**src/rtl/usb_rw_sequencer.sv**
```systemverilog
// Read/write transaction sequencer driving a USB protocol FSM: address OUT phase then data IN/OUT phase.
// Optional build macro RW_RETRY_EN: one automatic restart at the address phase on the first cancel.
module usb_rw_sequencer #(
  parameter logic [6:0] DEV_ADDR  = 7'd5,
  parameter logic [3:0] ADDR_ENDP = 4'd4,
  parameter logic [3:0] DATA_ENDP = 4'd8
) (
  input  logic        clk,
  input  logic        rst_L,
  input  logic        req_read,
  input  logic        req_write,
  input  logic [15:0] mem_addr,
  input  logic [63:0] wr_data,
  output logic        busy,
  output logic        done,
  output logic        success,
  output logic [63:0] rd_data,
  output logic        send_in,
  output logic        input_ready,
  output logic [63:0] data,
  output logic [6:0]  addr,
  output logic [3:0]  endp,
  output logic        got_result,
  input  logic        free,
  input  logic        cancel,
  input  logic        recv_ready,
  input  logic [63:0] data_recv
);

  typedef enum logic [2:0] {
    IDLE, ADDR_ISSUE, ADDR_WAIT, DATA_ISSUE, DATA_WAIT, FINISH
  } state_t;

  state_t      state;
  logic        op_read;
  logic        last_grant_wr;
  logic        blank;
  logic [15:0] addr_q;
  logic [63:0] wdata_q;
  logic        grant_read;
  logic        cancel_hit;
`ifdef RW_RETRY_EN
  logic        retry;
`endif

  always_comb begin
    grant_read = req_read & (~req_write | last_grant_wr);
  end

  // free/cancel are ignored both in the input_ready cycle and the blank cycle after it
  always_comb begin
    cancel_hit = cancel & ~input_ready & ~blank &
                 ((state == ADDR_WAIT) || (state == DATA_WAIT));
  end

  always_ff @(posedge clk or negedge rst_L) begin
    if (!rst_L) begin
      state         <= IDLE;
      busy          <= 1'b0;
      done          <= 1'b0;
      success       <= 1'b0;
      send_in       <= 1'b0;
      input_ready   <= 1'b0;
      got_result    <= 1'b0;
      rd_data       <= '0;
      data          <= '0;
      addr          <= '0;
      endp          <= '0;
      addr_q        <= '0;
      wdata_q       <= '0;
      op_read       <= 1'b0;
      last_grant_wr <= 1'b1;
      blank         <= 1'b0;
`ifdef RW_RETRY_EN
      retry         <= 1'b0;
`endif
    end else begin
      input_ready <= 1'b0;
      got_result  <= 1'b0;
      done        <= 1'b0;
      success     <= 1'b0;
      blank       <= input_ready;
      if (cancel_hit) begin
`ifdef RW_RETRY_EN
        if (!retry) begin
          retry   <= 1'b1;
          send_in <= 1'b0;
          state   <= ADDR_ISSUE;
        end else begin
          send_in <= 1'b0;
          done    <= 1'b1;
          state   <= FINISH;
        end
`else
        send_in <= 1'b0;
        done    <= 1'b1;
        state   <= FINISH;
`endif
      end else begin
        case (state)
          IDLE: begin
`ifdef RW_RETRY_EN
            retry <= 1'b0;
`endif
            if (req_read || req_write) begin
              addr_q        <= mem_addr;
              wdata_q       <= wr_data;
              op_read       <= grant_read;
              last_grant_wr <= ~grant_read;
              busy          <= 1'b1;
              state         <= ADDR_ISSUE;
            end
          end
          ADDR_ISSUE: begin
            if (free) begin
              input_ready <= 1'b1;
              send_in     <= 1'b0;
              addr        <= DEV_ADDR;
              endp        <= ADDR_ENDP;
              data        <= {48'b0, addr_q};
              state       <= ADDR_WAIT;
            end
          end
          ADDR_WAIT: begin
            if (!input_ready && !blank && free) begin
              input_ready <= 1'b1;
              send_in     <= op_read;
              addr        <= DEV_ADDR;
              endp        <= DATA_ENDP;
              if (!op_read) data <= wdata_q;
              state       <= DATA_ISSUE;
            end
          end
          DATA_ISSUE: state <= DATA_WAIT;
          DATA_WAIT: begin
            if (op_read && recv_ready) begin
              rd_data    <= data_recv;
              got_result <= 1'b1;
              send_in    <= 1'b0;
              done       <= 1'b1;
              success    <= 1'b1;
              state      <= FINISH;
            end else if (!op_read && !blank && free) begin
              done    <= 1'b1;
              success <= 1'b1;
              state   <= FINISH;
            end
          end
          FINISH: begin
            busy  <= 1'b0;
            state <= IDLE;
          end
          default: state <= IDLE;
        endcase
      end
    end
  end

endmodule
```
**config.mk**
```make
export PLATFORM = sky130hd
export DESIGN_NAME = usb_rw_sequencer
export DESIGN_NICKNAME = d
export VERILOG_FILES = /design/src/rtl/usb_rw_sequencer.sv
export SDC_FILE = /design/constraint.sdc
export NUM_CORES = 1
export LEC_CHECK = 0
export ABC_AREA = 1
export CAP_MARGIN = 20
export CELL_PAD_IN_SITES_DETAIL_PLACEMENT = 0
export CELL_PAD_IN_SITES_GLOBAL_PLACEMENT = 1
export CORE_MARGIN = 2
export CORE_UTILIZATION = 37
export CTS_CLUSTER_DIAMETER = 150
export DETAILED_ROUTE_END_ITERATION = 7
export GPL_TIMING_DRIVEN = 0
export HOLD_SLACK_MARGIN = 0.06
export PLACE_DENSITY = 0.94
export SYNTH_ARGS = -nofsm -noshare
export SYNTH_HDL_FRONTEND = slang
export SYNTH_SLANG_ARGS = --single-unit
```
**constraint.sdc**
```tcl
create_clock -name clk -period 3 [get_ports clk]
set_input_delay 0.6 -clock clk [delete_from_list [all_inputs] [get_ports clk]]
set_output_delay 0.6 -clock clk [all_outputs]
set_load 0.05 [all_outputs]
```
==> impl_results.md <==
- Critical Path End Type: output port
- Register area share after synthesis: 59.7%
- First-pass DRT Iterations: 5
- Max clock buf depth: 3
- H-tree Lvls: 1
- Die width: 163 µm
- Dpl hpwl: 20600 µm
- Clock Latency Late Sink: 530 ps
- CTS tree: yes
- Post-synth EDFFs: 0
- Initial DRC Count: 520
- Final ANT Viol Nets: 0
- Diode count: 0
- Final Setup Violations: 0
- Routed vias: 8454
- Grt total ovfl: 0
- Status: completed
- Max transition margin: 41.1%
- CP Cell Sequence: clkdlybuf4s50_1
- Max Freq: 414 MHz
- Pwr/cell area: 1120 mW/mm²
- Post-CTS setup buffers: 0
- Vias in the first global route: 8537
- Hold/Removal Path Class: in2async
- First-pass GRT wire length: 44700 µm
- CP Max Fanout: 2
- Final Skew: 20.7 ps
- CP arrival: 1810 ps
- Yosys warning count: 0
- Fin util: 54.1%
- Filler cells: 2264
- Req. time, crit path: 2400 ps
- CTS sink count: 223
- DIE HEIGHT: 163 µm
- CTS Buf Count: 25
- Initial Util: 37.4%
- P_leak: 0.00664 µW
- Synth area leader: dfrtp_1
- Post-DR vias/cell: 4.79
- GP Congestion: 0.890
- Max-Cap Viols: 0
- IO Port Bufs: 288
- Clock root cell: clkbuf_16
- Core area: 0.0250 mm²
- Count leader, synth: nand2_1
- Hold_ws: 116 ps
- Buf/Inv on CP: 1
- Tot GR Track Use: 21.3%
- Synthesis-to-layout area growth: 44.8%
- Critical Path Max Stage Delay: 930 ps
- Maximum VDD drop: 0.612 mV
- Ratio of cells with drive above 1 in the final layout: 7.39%
- Avg WL per Cell: 15.9 µm
- Share of the synthesized area in the top cell type: 59.4%
- Total power: 15100 µW
- Nets: 1570
- Die ar.: 0.0266 mm²
- DRT Wirelength: 28100 µm
- Pin count of the biggest net entering global routing: 113
- CTS hold repair buffers: 0
- Top cells by count, synth: nand2_1 (471), dfrtp_1 (222), o21ai_0 (114)
- Ports: 296
- Gate Count Post-Synth: 1097
- Avg Inst Size Synth: 8.53 µm²
- Number of synthesized register bits: 223
- Row Count: 58
- Slew Limit Fails: 0
- Initial antenna violation count: 3
- Post-synth ARST share: 100%
- Minimum clock period: 2410 ps
- Slowest CP cell: clkdlybuf4s50_1
- CTS resizes: 0
- Setup_tns: 0 ps
- WS Path Type: reg2out
- Unique masters post-synth: 24
- Top post-synthesis cells by area: dfrtp_1 (59%), nand2_1 (19%), o21ai_0 (6.1%)
- Critical Path Source Type: flip-flop
- Worst-Margin Slew: 883 ps
- RSZ-0062 raised after global routing: false
- Final hold viol count: 0
- # DRC: 0
- Final period util: 80.5%
- Ys flop type: dfrtp_1
- Top delay family on crit path: buffers and inverters
- CTS clock-pin slew for the worst setup and hold paths: 60 ps
- Synthesized cell area: 0.00935 mm²
-- worst paths after layout --
path                                            start                       to  slack [ps]  depth (start not counted)
worst min register to register  input_ready$_DFF_PN0_          blank$_DFF_PN0_         420                          0
max in group asynchronous                       rst_L     data[24]$_DFFE_PN0P_        1840                          2
worst min-delay path                            rst_L  rd_data[14]$_DFFE_PN0P_         120                          1
min in group clk                input_ready$_DFF_PN0_          blank$_DFF_PN0_         420                          0
worst max-delay path              send_in$_DFFE_PN0P_                  send_in         590                          1
worst max register to register   state[0]$_DFFE_PN0P_  wdata_q[40]$_DFFE_PN0P_        1160                          7
-- cell type report --
type	instances	area, µm²	area share, %
Buffer	81	432	3.19
Clock buffer	32	682	5.04
Clock inverter	10	156	1.15
Inverter	62	233	1.72
Multi-Input combinational cell	737	3130	23.1
Sequential cell	223	5580	41.2
Tap cell	330	413	3.05
Timing Repair Buffer	289	2920	21.5
-- placed cells by master, fill, tap and decap left out, types with 2 or more instances in the layout --
master and instances:
inv_2 4, clkbuf_2 2, buf_2 28, nand4_1 64, dfrtp_1 222, nand2_1 471, clkdlybuf4s50_1 287, clkbuf_1 30
buf_4 24, bufinv_16 4, nand3_1 11, inv_1 58, clkbuf_16 25, nor2_1 56, o21ai_0 114, clkbuf_8 3
clkinv_2 4, a21oi_1 3, nand2_2 2, nand3_2 3, conb_1 7
-- flip-flops by register name, indices dropped and copies added, names as in the netlist --
signal,cells
send_in,1
blank,1
done,1
addr_q,16
addr,1
data,64
state,3
rd_data,64
wdata_q,64
input_ready,1
last_grant_wr,1
busy,1
op_read,1
endp,2
success,1
got_result,1
-- layer usage --
metal  global-route usage [%]  part of all wire, %  up-vias
li1                         -                    -     4103
met1                     25.3                   40     4011
met2                     37.4                   49      298
met3                     6.75                  9.5       36
met4                     5.15                  1.7        6
met5                        0                 0.16        -
-- power breakdown --
group          leakage (µW)  switching [µW]  internal, µW
clock              0.000411            1210          1940
combinational       0.00338            4920          2200
sequential          0.00286             608          4260
total               0.00664            6740          8400
-- per-stage QoR --
stage | instances | worst slack [ps] | cell area, µm²
floorplan | 1103 | 1350 | 9380
global placement | 1721 | -8180 | 12700
detailed placement | 1722 | 540 | 12700
CTS | 1764 | 552 | 13500
global route | 1764 | 539 | 13500
finish | 1764 | 586 | 13500
-- logic make-up (layout without fill, tap and decap cells) --
| family | after synthesis | count (layout) | share of synthesized area [%] |
|---|---|---|---|
| simple gates | 610 | 610 | 26.7 |
| flops | 223 | 223 | 59.7 |
| buf+inv | 143 | 474 | 7.10 |
| compound gates | 120 | 120 | 6.53 |
| other cells | 1 | 7 | 0.0401 |
No activity file was read; power rests on OpenSTA's default activity.
